## config.mk

```make
export PLATFORM = sky130hd
export DESIGN_NAME = forward_ctrl
export DESIGN_NICKNAME = d
export VERILOG_FILES = /design/src/rtl/hazard_pkg.sv /design/src/rtl/fwd_select.sv /design/src/rtl/forward_ctrl.sv
export SDC_FILE = /design/constraint.sdc
export NUM_CORES = 1
export LEC_CHECK = 0
export BUFFER_PORTS_ARGS = -buffer_cell sky130_fd_sc_hd__buf_2
export CORE_ASPECT_RATIO = 0.5
export CORE_MARGIN = 8
export CORE_UTILIZATION = 48
export CTS_CLUSTER_SIZE = 10
export DETAILED_ROUTE_END_ITERATION = 8
export PLACE_DENSITY = 0.74
export SLEW_MARGIN = 20
export SYNTH_ARGS = -nofsm -noshare
export SYNTH_HDL_FRONTEND = slang
export SYNTH_SLANG_ARGS = --single-unit
export TNS_END_PERCENT = 20
```

## constraint.sdc

```tcl
create_clock -name clk -period 2.95 [get_ports clk]
set_input_delay 0.885 -clock clk [delete_from_list [all_inputs] [get_ports clk]]
set_output_delay 0.885 -clock clk [all_outputs]
set_load 0.05 [all_outputs]
```

## src/rtl/hazard_pkg.sv

```systemverilog
// hazard_pkg
//   Shared types for the execute-stage forwarding / hazard controller.
//   fwd_sel_t  : 2-bit select driven into each operand mux3
//                (00 register file, 01 W-stage result, 10 M-stage ALU result).
//   e_tag_t    : register tag held for the instruction in execute.
//   mw_tag_t   : register tag held for the instructions in memory and writeback.
package hazard_pkg;

  // Register-index width carried in the tag structs.
  localparam int REG_W = 5;

  typedef enum logic [1:0] {
    FWD_RF  = 2'b00,
    FWD_WB  = 2'b01,
    FWD_MEM = 2'b10
  } fwd_sel_t;

  typedef struct packed {
    logic [REG_W-1:0] rs1;
    logic [REG_W-1:0] rs2;
    logic [REG_W-1:0] rd;
    logic             reg_write;
    logic             load;
  } e_tag_t;

  typedef struct packed {
    logic [REG_W-1:0] rd;
    logic             reg_write;
  } mw_tag_t;

  // A bubble carries no destination, so it can never match a consumer.
  localparam e_tag_t E_BUBBLE = '0;

endpackage

```

## src/rtl/fwd_select.sv

```systemverilog
// fwd_select
//   Combinational priority compare of one execute-stage source register
//   against the M and W destination tags.
//   Ports:
//     src_e  in  source register of the instruction in execute
//     m_tag  in  destination tag of the instruction in memory
//     w_tag  in  destination tag of the instruction in writeback
//     sel    out operand mux3 select (never 2'b11)
module fwd_select
  import hazard_pkg::*;
(
  input  logic [REG_W-1:0] src_e,
  input  mw_tag_t          m_tag,
  input  mw_tag_t          w_tag,
  output fwd_sel_t         sel
);

  always_comb begin
    sel = FWD_RF;
    // x0 is hard-wired zero, so it never takes a forwarded value.
    if (src_e != '0) begin
      // M is the younger producer and wins when both stages match.
      if (m_tag.reg_write && (m_tag.rd == src_e)) begin
        sel = FWD_MEM;
      end else if (w_tag.reg_write && (w_tag.rd == src_e)) begin
        sel = FWD_WB;
      end
    end
  end

endmodule

```

## src/rtl/forward_ctrl.sv

```systemverilog
// forward_ctrl
//   Hazard and forwarding controller for the five-stage core. Tracks
//   register tags through E, M and W and produces the operand-mux selects
//   plus fetch/decode stall and flush controls.
//   Ports:
//     clk, reset               clock, asynchronous active-high reset
//     rs1_d, rs2_d, rd_d       decode-stage register fields
//     reg_write_d, load_d      decode-stage write-back / load flags
//     pc_src_e                 branch/jump taken in execute
//     forward_a_e, forward_b_e operand mux3 selects
//     stall_f, stall_d         hold PC and F/D register
//     flush_d, flush_e         clear F/D and D/E registers
//   All outputs are combinational from the tag registers and decode inputs.
//   The tag structs are sized by hazard_pkg::REG_W; XLEN_REG must match it.
module forward_ctrl
  import hazard_pkg::*;
#(
  parameter int XLEN_REG = 5
) (
  input  logic                clk,
  input  logic                reset,
  input  logic [XLEN_REG-1:0] rs1_d,
  input  logic [XLEN_REG-1:0] rs2_d,
  input  logic [XLEN_REG-1:0] rd_d,
  input  logic                reg_write_d,
  input  logic                load_d,
  input  logic                pc_src_e,
  output logic [1:0]          forward_a_e,
  output logic [1:0]          forward_b_e,
  output logic                stall_f,
  output logic                stall_d,
  output logic                flush_d,
  output logic                flush_e
);

  e_tag_t  e_q, e_d;
  mw_tag_t m_q, m_d;
  mw_tag_t w_q, w_d;

  logic     load_use;
  logic     lw_stall;
  fwd_sel_t sel_a;
  fwd_sel_t sel_b;

  fwd_select u_fwd_a (
    .src_e (e_q.rs1),
    .m_tag (m_q),
    .w_tag (w_q),
    .sel   (sel_a)
  );

  fwd_select u_fwd_b (
    .src_e (e_q.rs2),
    .m_tag (m_q),
    .w_tag (w_q),
    .sel   (sel_b)
  );

  always_comb begin
    load_use = e_q.load && (e_q.rd != '0) &&
               ((e_q.rd == rs1_d) || (e_q.rd == rs2_d));
    // A taken branch squashes the dependent anyway, so never hold the PC
    // against a redirect. Reset forces every control low even though the
    // tags are already cleared, because pc_src_e is an external input.
    lw_stall = load_use && !pc_src_e && !reset;
    flush_d  = pc_src_e && !reset;
    flush_e  = lw_stall || flush_d;
    stall_f  = lw_stall;
    stall_d  = lw_stall;

    forward_a_e = reset ? FWD_RF : sel_a;
    forward_b_e = reset ? FWD_RF : sel_b;

    e_d = flush_e ? E_BUBBLE : '{rs1:       rs1_d,
                                 rs2:       rs2_d,
                                 rd:        rd_d,
                                 reg_write: reg_write_d,
                                 load:      load_d};
    m_d = '{rd: e_q.rd, reg_write: e_q.reg_write};
    w_d = m_q;
  end

  always_ff @(posedge clk or posedge reset) begin
    if (reset) begin
      e_q <= E_BUBBLE;
      m_q <= '0;
      w_q <= '0;
    end else begin
      e_q <= e_d;
      m_q <= m_d;
      w_q <= w_d;
    end
  end

endmodule

```

==> flow_summary.yaml <==
drt:
  vias_per_cell: 4.99
  drc_errors: 0
  vias: 1033
  wire_per_inst_um: 15.1
  routed_wl_mm: 3.13
  dr.pass1.iters: 4
  drtAntennaViolNets: 0
  drt_iter0_drc: 40
cts:
  clk_latency_ps: 270
  cts_max_level: 2
  ctsHoldBuffers: 0
  cts_root_buf: "clkbuf_8"
  cts_buffer_depth: 2
  path_clk_slew_ps: 60
  post-cts-setup-buffer-count: 0
  cts_sinks: 29
  tritoncts: "built"
  cts_made_buffers: 5
  cts_resized: 0
setup_path:
  path_cells: "buf_2 -> clkinvlp_4 -> nand2_1 -> a2111oi_0 -> and3_2 -> clkbuf_4"
  crit_family: "buffers and inverters"
  cp_max_fo: 2
  cp_slowest_cell: "a2111oi_0"
  startpoint: "reset"
  rrSetupSlack_ps: 1320
  crit_arrival_ps: 2010
  critPathMaxStageDelay_ps: 390
  worst-path-stages: 6
  crit_path_end: "forward_a_e[0]"
  worst_r2r_path_depth: 5
  rr_startpoint: "e_q[2]"
  crit_buf_inv: 3
  startpoint_type: "input port"
  critPathCaptureType: "output port"
  path_class: "input port to output port"
  r2r_end: "e_q[2]"
  cp.required_ps: 2070
synthesis:
  netlist_instances: 129
  synth.distinct_cells: 27
  ys_seq_area_frac: 0.516
  synth_top_cell_by_area: "dfrtp_1"
  syn-cell-area_sq_mm: 0.00141
  syn_area_per_cell_sq_um: 10.9
  netlist_top_cells_count: "dfrtp_1, nand2_1, xor2_1, xnor2_1, a21oi_2"
  yosysMostFrequentCell: "dfrtp_1"
  yosys-top-cells-area: "dfrtp_1, xor2_1, xnor2_1, a21oi_2, nand2_1"
  synth.top_cell.area_share: 0.516
  asyncSetResetFlopFracSynth: 1.00
  synth-seq-cells: 29
  ys.flop_type: "dfrtp_1"
  yosys_warnings: 0
  synth_nets: 149
  synth_edf_count: 0
final_layout:
  n_antenna_cell: 0
  drive_gt1_frac: 0.371
  stdcell_area_sq_mm: 0.00175
  nFillCells: 276
  stdcell_count: 207
  multi_input_area_sq_um: 662
  regArea_sq_um: 726
  area_growth_pct: 24.4
  final_nets: 186
die:
  fp.coreArea_sq_mm: 0.00289
  dieWidth_um: 92.5
  row_count: 14
  die_y_um: 54.3
  ioPinCount: 28
  die_area_sq_mm: 0.00502
  start_util: 0.486
global_routing:
  grt_max_degree: 30
  antenna_found_initial: 0
  grt_pass1_vias: 1100
  grtUsageTotal: 0.136
  grt_pass1_wl_mm: 5.22
  overflow: 0
job:
  cap_viol_max_count: 0
min_path:
  hold_path.class: "flop to flop"
place:
  gp_congestion: 0.871
  pre_cts_slack_ps: 8.62
  dpl-instance-area_sq_mm: 0.00164
  hpwl_mm: 2.47
  place_inst: 199
  port_buffers: 27
sta:
  fin_skew_ps: 6.67
  min_period_ps: 2900
  hold_viol: 0
  setup_violations: 0
  rsz0062_at_grt: "false"
  postLayoutSetupSlackWorst_ps: 53.0
  worst_slew_pin_slew_ps: 356
  fin_crit_sh: 0.982
  slew_headroom: 0.756
  holdWs_ps: 353
  max_freq_mhz: 345
  maxSlewViolCount: 0
pwr:
  vdd_drop_max_mv: 0.288
  powerDensity_mw_per_mm2: 543
  leakage_nw: 0.840
status:
  status: "complete, no violations"
==> cell families after synthesis <==
group,share of synthesized area
buffers and inverters,0.0329
XOR/XNOR,0.175
AND/OR/NAND/NOR,0.159
flip-flops,0.516
AO/OA/AOI/OAI,0.117
==> power by group <==
group	internal (mW)	switching [mW]	total, mW
logic	0.0610	0.0773	0.138
registers	0.424	0.0302	0.455
clock network	0.210	0.146	0.357
==> through the flow <==
| step | total power, mW | TNS [ps] | utilization |
|---|---|---|---|
| after floorplan | 0.551 | -276 | - |
| after global placement | 0.595 | 0 | 0.569 |
| after detailed placement | 0.601 | 0 | 0.569 |
| after CTS | 0.957 | 0 | 0.604 |
| after global routing | 0.990 | 0 | 0.605 |
| final | 0.950 | 0 | 0.605 |
==> area by class of cell <==
class,count,share of cell area
sequential,29,0.415
multi-input combinational,92,0.379
timing repair buffer,34,0.109
clock buffer,7,0.0551
tap,40,0.0286
inverter,4,0.0107
clock inverter,1,0.00286
==> layout by cell type, fill, tap and decap left out <==
master / synthesis / routed
dfrtp_1: 29 / 29
buf_2: 1 / 26
nand2_1: 21 / 20
xor2_1: 16 / 16
xnor2_1: 12 / 12
a21oi_2: 10 / 10
a21oi_1: 7 / 7
clkbuf_8: 0 / 7
buf_4: 1 / 7
nor4_1: 5 / 4
nand3_1: 3 / 3
or4_1: 3 / 3
inv_1: 4 / 3
nor2_1: 2 / 2
clkinvlp_4: 0 / 1
o22ai_2: 1 / 1
nor2_2: 1 / 1
nor4b_4: 1 / 1
and2_2: 1 / 1
nand2_4: 0 / 1
a21o_2: 1 / 1
and3_1: 2 / 1
o21ai_0: 1 / 1
nor4_4: 0 / 1
nor2b_1: 1 / 1
a2111oi_0: 1 / 1
o22ai_1: 1 / 1
and3_2: 0 / 1
nor3_1: 1 / 1
nor3b_2: 0 / 1
clkinv_2: 0 / 1
clkbuf_4: 0 / 1
==> metal layers <==
metal,routed length (um),global-route usage,vias to the layer above
met5,0,0,-
met4,30,0.0449,0
met3,142,0.0547,4
met2,1370,0.201,27
met1,1590,0.180,495
li1,-,-,507
==> flip-flops by register name, indices dropped and copies added, names as in the netlist <==
signal  cells
w_q         6
m_q         6
e_q        17
==> how the worst min path moves through the flow <==
stage / start / to / slack, ps / cells after the start
after floorplan: e_q[1] / m_q[0] / 330 / 0
after global placement: e_q[1] / m_q[0] / 330 / 0
after detailed placement: e_q[1] / m_q[0] / 340 / 0
after CTS: e_q[1] / m_q[0] / 350 / 0
after global routing: e_q[1] / m_q[0] / 370 / 0
final: e_q[1] / m_q[0] / 350 / 0
Note: power is estimated with default switching activity, not from simulation.
